<file path="config.mk">
export PLATFORM = sky130hd
export DESIGN_NAME = z_core_alu_ctrl
export DESIGN_NICKNAME = d
export VERILOG_FILES = /design/src/rtl/z_core_alu_ctrl.sv
export SDC_FILE = /design/constraint.sdc
export NUM_CORES = 1
export LEC_CHECK = 0
export CAP_MARGIN = 20
export CORE_AREA = 2 2 39 41
export DETAILED_ROUTE_END_ITERATION = 7
export DIE_AREA = 0 0 41 43
export PLACE_DENSITY = 0.77
export SYNTH_ARGS = -nofsm -noshare
export SYNTH_HDL_FRONTEND = slang
export SYNTH_SLANG_ARGS = --single-unit
</file>
<file path="constraint.sdc">
create_clock -name clk -period 0.8 [get_ports clk]
set_input_delay 0.16 -clock clk [delete_from_list [all_inputs] [get_ports clk]]
set_output_delay 0.16 -clock clk [all_outputs]
set_load 0.005 [all_outputs]
</file>
<file path="src/rtl/z_core_alu_ctrl.sv">
// z_core_alu_ctrl: ALU control decoder for the Z-Core RV32I datapath.
// Maps opcode/funct3/funct7 to a 4-bit ALU operation code and registers it
// so that it lines up with the register-file read stage one cycle later.
// Optional macro Z_CORE_ALU_CTRL_ILLEGAL_EN adds the registered alu_illegal
// flag, which is 1 exactly when the registered code is INVALID (4'hF).
// Timing: inputs sampled on rising edge N appear on the outputs after edge N.
// Reset (rstn low) forces ADD / not-illegal immediately and holds while low.
module z_core_alu_ctrl (
  input  logic       clk,
  input  logic       rstn,
  input  logic [6:0] alu_op,
  input  logic [2:0] alu_funct3,
  input  logic [6:0] alu_funct7,
`ifdef Z_CORE_ALU_CTRL_ILLEGAL_EN
  output logic       alu_illegal,
`endif
  output logic [3:0] alu_inst_type
);

  // ALU operation codes
  localparam logic [3:0] ALU_ADD     = 4'd0;
  localparam logic [3:0] ALU_SUB     = 4'd1;
  localparam logic [3:0] ALU_SLL     = 4'd2;
  localparam logic [3:0] ALU_SLT     = 4'd3;
  localparam logic [3:0] ALU_SLTU    = 4'd4;
  localparam logic [3:0] ALU_XOR     = 4'd5;
  localparam logic [3:0] ALU_SRL     = 4'd6;
  localparam logic [3:0] ALU_SRA     = 4'd7;
  localparam logic [3:0] ALU_OR      = 4'd8;
  localparam logic [3:0] ALU_AND     = 4'd9;
  localparam logic [3:0] ALU_INVALID = 4'hF;

  // RV32I major opcodes
  localparam logic [6:0] OPC_R      = 7'b0110011;
  localparam logic [6:0] OPC_I      = 7'b0010011;
  localparam logic [6:0] OPC_LOAD   = 7'b0000011;
  localparam logic [6:0] OPC_STORE  = 7'b0100011;
  localparam logic [6:0] OPC_JAL    = 7'b1101111;
  localparam logic [6:0] OPC_JALR   = 7'b1100111;
  localparam logic [6:0] OPC_LUI    = 7'b0110111;
  localparam logic [6:0] OPC_AUIPC  = 7'b0010111;
  localparam logic [6:0] OPC_BRANCH = 7'b1100011;

  localparam logic [6:0] F7_ZERO = 7'b0000000;
  localparam logic [6:0] F7_ALT  = 7'b0100000;

  logic [3:0] inst_type_d;
  logic [3:0] inst_type_q;
  logic       f7_zero;
  logic       f7_alt;

  // Decode the current instruction fields into an ALU operation code.
  // funct7 is only consulted on paths that need it, so an X there on
  // encodings that ignore it never reaches the output register.
  always_comb begin
    inst_type_d = ALU_INVALID;
    f7_zero     = (alu_funct7 == F7_ZERO);
    f7_alt      = (alu_funct7 == F7_ALT);
    case (alu_op)
      OPC_R: begin
        case (alu_funct3)
          3'b000: begin
            if (f7_zero)     inst_type_d = ALU_ADD;
            else if (f7_alt) inst_type_d = ALU_SUB;
          end
          3'b001: if (f7_zero) inst_type_d = ALU_SLL;
          3'b010: if (f7_zero) inst_type_d = ALU_SLT;
          3'b011: if (f7_zero) inst_type_d = ALU_SLTU;
          3'b100: if (f7_zero) inst_type_d = ALU_XOR;
          3'b101: begin
            if (f7_zero)     inst_type_d = ALU_SRL;
            else if (f7_alt) inst_type_d = ALU_SRA;
          end
          3'b110: if (f7_zero) inst_type_d = ALU_OR;
          3'b111: if (f7_zero) inst_type_d = ALU_AND;
          default: inst_type_d = ALU_INVALID;
        endcase
      end
      OPC_I: begin
        case (alu_funct3)
          3'b000: inst_type_d = ALU_ADD;
          3'b001: if (f7_zero) inst_type_d = ALU_SLL;
          3'b010: inst_type_d = ALU_SLT;
          3'b011: inst_type_d = ALU_SLTU;
          3'b100: inst_type_d = ALU_XOR;
          3'b101: begin
            if (f7_zero)     inst_type_d = ALU_SRL;
            else if (f7_alt) inst_type_d = ALU_SRA;
          end
          3'b110: inst_type_d = ALU_OR;
          3'b111: inst_type_d = ALU_AND;
          default: inst_type_d = ALU_INVALID;
        endcase
      end
      OPC_LOAD, OPC_STORE, OPC_JAL, OPC_JALR, OPC_LUI, OPC_AUIPC:
        inst_type_d = ALU_ADD;
      OPC_BRANCH: begin
        case (alu_funct3)
          3'b000, 3'b001: inst_type_d = ALU_SUB;
          3'b100, 3'b101: inst_type_d = ALU_SLT;
          3'b110, 3'b111: inst_type_d = ALU_SLTU;
          default:        inst_type_d = ALU_INVALID;
        endcase
      end
      default: inst_type_d = ALU_INVALID;
    endcase
  end

  // Capture the decoded code every cycle; async reset clears to ADD.
  always_ff @(posedge clk or negedge rstn) begin
    if (!rstn) inst_type_q <= ALU_ADD;
    else       inst_type_q <= inst_type_d;
  end

  assign alu_inst_type = inst_type_q;

`ifdef Z_CORE_ALU_CTRL_ILLEGAL_EN
  logic illegal_d;
  logic illegal_q;

  // Illegal flag is derived from the same decode so it always matches the code.
  always_comb begin
    illegal_d = (inst_type_d == ALU_INVALID);
  end

  // Register the flag alongside the code; async reset clears it.
  always_ff @(posedge clk or negedge rstn) begin
    if (!rstn) illegal_q <= 1'b0;
    else       illegal_q <= illegal_d;
  end

  assign alu_illegal = illegal_q;
`endif

endmodule

</file>
==> run_results.csv, run 1 <==
group,metric,value,unit
synth,synth_fa_ha_area_share,0,%
detailed_routing,drt.antenna.violating_nets,0,
cts,cts_buffers,3,
timing,rsz0062_at_grt,"true",
timing,slew_headroom,80.55,%
setup_path,crit_required,0.90,ns
final_layout,synthToLayoutAreaGrowth,100.0,%
cts,cts_hold_buffers,0,
synth,netlist_area,499.2,sq um
grt,grt_usage,23.20,%
synth,synthMuxAreaShare,0,%
detailed_routing,viasPerCell,5.724,
final_layout,n_antenna_cell,0,
synth,ys_warn_count,0,
synth,synth_xor_area_share,1.754,%
grt,antenna_found_initial,0,
synth,syn_avg_cell_area,7.924,sq um
timing,finalSetupViolCount,8,
place,portBuffers,22,
floorplanning,core_area,1384,sq um
power,p_clk_share,31.3,%
hold_path,hp-class,"in -> async",
cts,cts.path.max_buffers,2,
timing,post-route-period-util,243.1,%
power,p_comb_share,42.5,%
floorplanning,die_x,41,um
detailed_routing,drtPass1Iterations,4,
synth,synth-simple-area-share,39.85,%
detailed_routing,num_vias,727,
detailed_routing,wl_per_cell,15.51,um
final_layout,drive_gt1_share,42.34,%
synth,yosysSeqAreaShare,20.05,%
timing,fmax,0.5141,GHz
setup_path,crit_arrival,2.05,ns
synth,synth_top_family_by_area,"simple AND/OR/NAND/NOR gates",
timing,tightest_slew,0.2900,ns
power,cellInternalPower,572.0,uW
floorplanning,rows,14,
final_layout,nFillCells,106,
setup_path,cp-end-kind,"flop",
synth,synth_compound_area_share,32.33,%
detailed_routing,drt_iter0_markers,32,
timing,fin_setup_tns,-4.384,ns
power,switchingPower,233.5,uW
setup_path,critPathMaxStageDelay,0.52,ns
floorplanning,dieArea,1763,sq um
grt,grt_max_degree,9,
synth,syn_nets,82,
final_layout,largest_reg_flops,4,
setup_path,crit_path_max_fanout,2,
power,power_frac_seq,26.2,%
grt,gr-total-overflow,0,
final_layout,nNetsFinal,132,
floorplanning,start_util,36.08,%
final_layout,stdcell_area,998.5,sq um
setup_path,crit_type,"in -> reg",
place,place_congestion,0.9288,
cts,cts.sinks,4,
setup_path,critPathSlowestCell,"or4_4",
setup_path,crit_chain,"buf_6, or4_4, or3_4, o311a_1, or4b_1",
detailed_routing,drt-total-wl,1970,um
grt,grt_pass1_wl,2863,um
timing,hold_viol,0,
place,hpwl,1376,um
synth,ys_seq_elements,4,
timing,drv_slew,0,
power,vdd_drop_max,0.2986,mV
flow_run,cap_violations,0,
power,leakage,0.4039,nW
status,violations,"setup timing",
status,status,"finished, violations left",
power,power_density,806.7,nW/um^2
cts,htreeDepth,1,
synth,synthCells,63,
power,switching_share,28.99,%
place,place_area,905.9,sq um
synth,ys_types,33,
floorplanning,die_h,43,um
setup_path,start_kind,"input port",
grt,grt_pass1_vias,728,
floorplanning,ios,23,
synth,synth_edf_count,0,
synth,ys.flop_type,"dfrtp_1",
timing,fin_crit,1.945,ns
cts,cts-root-buf,"clkbuf_4",
cts,clkTransAtPathRegs,0.04,ns
cts,cts_tree,"built",
synth,synthArstFlopShare,100.0,%
detailed_routing,drcViolationCount,0,
timing,setup_slack,-1.145,ns
## worst max-delay path: cells and delay by family
family                 cells  cell delay, ns
and+or+nand+nor            3            1.43
buffers and inverters      1            0.09
AOI/OAI and AO/OA          1            0.37
## worst paths after layout
kind | from | end | slack [ns] | cells past startpoint
worst min-delay path | rstn | alu_inst_type[1] | 0.12 | 1
min in group clk | alu_funct7[2] | alu_inst_type[1] | 0.56 | 5
max in group asynchronous | rstn | alu_inst_type[2] | 0.52 | 1
worst max-delay path | alu_funct7[2] | alu_inst_type[1] | -1.15 | 5
## Yosys cell counts, drive strengths merged (3+ instances only)
cell type / n / area share, %
o311ai: 3 / 5.3
nand2b: 3 / 3.8
a21oi: 3 / 3.0
dfrtp: 4 / 20
nand2: 4 / 3.0
o21ai: 3 / 3.0
nor2b: 4 / 5.0
inv: 5 / 3.8
clkbuf: 3 / 2.3
## logic make-up (layout without fill, tap and decap cells)
logic type | after synthesis | after routing
buffers and inverters | 8 | 56
DFF | 4 | 4
and+or+nand+nor | 29 | 29
AOI/OAI and AO/OA | 21 | 21
xor gates and xnor gates | 1 | 1
## routing by layer
layer	up-vias	wire [um]	GRT usage [%]	part of all wire [%]
met5	-	0	0	0
met2	36	1004	40.31	51
met3	12	166	3.141	8.4
met4	0	70	14.00	3.6
met1	335	729	24.13	37
li1	344	-	-	-
## placed cells by master, fill, tap and decap left out, types with 2 or more instances in the layout
master           Yosys  layout
a21boi_0             2       2
a21oi_1              3       3
and2_1               2       2
buf_2                0       6
buf_4                0      24
buf_6                0       3
clkbuf_4             0       3
clkdlybuf4s50_1      0      14
dfrtp_1              4       4
inv_1                5       5
nand2_1              4       4
nand2b_1             3       3
nand3b_1             2       2
nor2b_1              4       4
nor4_4               0       2
nor4bb_1             2       2
o2111ai_2            0       2
o21ai_0              3       3
o311ai_1             0       2
or4_4                1       2
## final cells by class
type | count | area (sq um) | area share, %
multi-input combinational | 51 | 442.9 | 44.36
timing repair buffer | 48 | 394.1 | 39.47
sequential | 4 | 100.1 | 10.03
clock buffer | 3 | 22.52 | 2.256
tap | 16 | 20.02 | 2.005
inverter | 5 | 18.77 | 1.880
## power by group through the flow
stage / clock network (mW) / logic (mW) / registers, mW
after floorplan: 0 / 0.0935 / 0.215
after global placement: 0 / 0.302 / 0.214
after detailed placement: 0 / 0.312 / 0.214
after CTS: 0.254 / 0.316 / 0.212
after global routing: 0.270 / 0.365 / 0.212
final: 0.252 / 0.342 / 0.211
## timing repair
item / in CTS / in global routing
endpoints found under the setup margin: 8 / 8
gates resized for setup: 36 / 7
pin swaps: 8 / 5
buffers inserted: 2 / 1
## metrics by stage
| step | hold slack [ns] | worst slack [ns] | power [mW] | util [%] | instances |
|---|---|---|---|---|---|
| after global placement | 0.3696 | -1.596 | 0.5157 | 65.46 | 121 |
| after CTS | 0.1257 | -1.127 | 0.7820 | 68.26 | 126 |
| after global routing | 0.1354 | -1.170 | 0.8471 | 72.15 | 127 |
| final | 0.1218 | -1.145 | 0.8055 | 72.15 | 127 |
| after floorplan | -0.1356 | -1.186 | 0.3087 | - | 63 |
| after detailed placement | 0.3725 | -1.662 | 0.5266 | 65.46 | 121 |
(Power assumes the default switching activity.)
==> inputs of run 2 (changes only) <==
--- a/config.mk
+++ b/config.mk
@@ -9,6 +9,7 @@
 export CORE_AREA = 2 2 39 41
 export DETAILED_ROUTE_END_ITERATION = 7
 export DIE_AREA = 0 0 41 43
+export GPL_TIMING_DRIVEN = 0
 export PLACE_DENSITY = 0.77
 export SYNTH_ARGS = -nofsm -noshare
 export SYNTH_HDL_FRONTEND = slang
==> run_results.csv, run 2 (synthesis gave the netlist of run 1 again) <==
group,metric,value,unit
status,status,"finished, violations left",
status,violations,"setup timing",
detailed_routing,maxUsedRoutingLayer,"met4",
power,power_frac_seq,29.8,%
detailed_routing,drt_iter0_markers,19,
detailed_routing,drtPass1Iterations,4,
setup_path,crit_type,"in -> reg",
power,p_comb_share,36.1,%
setup_path,crit_required,0.90,ns
cts,cts.sinks,4,
power,p_clk_share,34.1,%
detailed_routing,drt-total-wl,1504,um
timing,rsz0062_at_grt,"true",
setup_path,crit_arrival,1.97,ns
timing,hold-worst-slack,0.1302,ns
timing,hold_viol,0,
grt,grt_usage,18.60,%
detailed_routing,wl_met1,561,um
place,dp_cells,100,
detailed_routing,viasPerCell,5.981,
place,hpwl,1059,um
power,switching_share,27.60,%
floorplanning,core_area,1384,sq um
timing,drv_slew,0,
floorplanning,rows,14,
timing,slew_headroom,70.57,%
floorplanning,start_util,36.08,%
power,vdd_drop_max,0.2741,mV
floorplanning,ios,23,
final_layout,layoutNonFillerInstCount,107,
cts,cts.path.max_buffers,2,
detailed_routing,drt.antenna.violating_nets,0,
place,portBuffers,21,
detailed_routing,routed-wl-met3,126,um
final_layout,synthToLayoutAreaGrowth,65.16,%
timing,tightest_slew,0.4374,ns
floorplanning,die_h,43,um
cts,cts_hold_buffers,0,
cts,cts_buffers,3,
final_layout,largest_reg_flops,4,
timing,fin_crit,1.873,ns
cts,cts-root-buf,"clkbuf_4",
hold_path,hp-class,"in -> async",
place,place_congestion,0.8338,
timing,fmax,0.5339,GHz
grt,grt_max_degree,11,
final_layout,final_cell_mix,"13 x clkdlybuf4s50_1, 6 x buf_2, 5 x inv_1",
power,power_density,860.7,nW/um^2
timing,post-route-period-util,234.1,%
detailed_routing,wl_per_cell,14.06,um
timing,setup_slack,-1.073,ns
cts,htreeDepth,1,
timing,finalSetupViolCount,8,
floorplanning,die_x,41,um
grt,gr-total-overflow,0,
detailed_routing,wl_met2,806,um
grt,grt_pass1_vias,604,
final_layout,n_antenna_cell,0,
setup_path,start_kind,"input port",
final_layout,layout_commonest_cell,"clkdlybuf4s50_1",
setup_path,cp-end-kind,"flop",
grt,antenna_found_initial,0,
final_layout,drive_gt1_share,29.67,%
place,pre_cts_ws,-1.677,ns
detailed_routing,drcViolationCount,0,
grt,grt_pass1_wl,2359,um
power,cellInternalPower,513.9,uW
power,leakage,0.3082,nW
setup_path,crit_path_max_fanout,2,
detailed_routing,num_vias,640,
floorplanning,dieArea,1763,sq um
cts,clkTransAtPathRegs,0.03,ns
final_layout,nNetsFinal,112,
flow_run,cap_violations,0,
final_layout,final_util,59.58,%
power,switchingPower,195.9,uW
cts,cts_tree,"built",
run 2: how the worst max path moves through the flow:
stage	from	end	slack [ns]	cells past startpoint
final	alu_funct7[2]	alu_inst_type[1]	-1.07	5
after global routing	alu_funct7[2]	alu_inst_type[1]	-1.12	5
after CTS	alu_funct7[2]	alu_inst_type[1]	-1.07	5
after detailed placement	alu_funct7[1]	alu_inst_type[1]	-1.68	5
after global placement	alu_funct7[1]	alu_inst_type[1]	-1.63	5
after floorplan	alu_funct7[1]	alu_inst_type[1]	-1.19	4
run 2: routing by layer:
metal / vias to the layer above / GRT usage [%]
met5: - / 0
met4: 0 / 10.00
met3: 2 / 3.665
met2: 34 / 33.13
met1: 297 / 18.41
li1: 307 / -
run 2: cell type report:
class | count | area, sq um
Inverter | 5 | 18.77
Multi-Input combinational cell | 51 | 427.9
Sequential cell | 4 | 100.1
Tap cell | 16 | 20.02
Timing Repair Buffer | 25 | 219.0
Clock buffer | 3 | 22.52
Fill cell | 120 | 559.3
Buffer | 3 | 16.27
run 2: repair_timing:
item	in CTS	in global routing
buffers inserted	3	1
pin swaps	6	2
resized for setup	39	7
endpoints found under the setup margin	8	8
run 2: power by group through the flow:
stage          clock network [mW]  registers, mW  logic, mW
6_report                    0.242          0.211      0.256
3_3_place_gp                    0          0.214      0.228
2_1_floorplan                   0          0.215     0.0935
4_1_cts                     0.251          0.212      0.246
5_1_grt                     0.260          0.212      0.278
3_5_place_dp                    0          0.214      0.234
run 2: stage by stage:
step / power, mW / instance area [sq um] / TNS, ns
global route: 0.7500 / 824.5 / -4.374
CTS: 0.7085 / 804.5 / -4.091
finish: 0.7097 / 824.5 / -4.063
global placement: 0.4423 / 734.5 / -6.480
detailed placement: 0.4486 / 734.5 / -6.540
floorplan: 0.3087 / 504.2 / -3.879
run 2: critical path, stage by stage:
cell     delay [ns]
buf_6          0.09
or4_4          0.52
or3_4          0.38
o311a_1        0.34
or4b_1         0.47
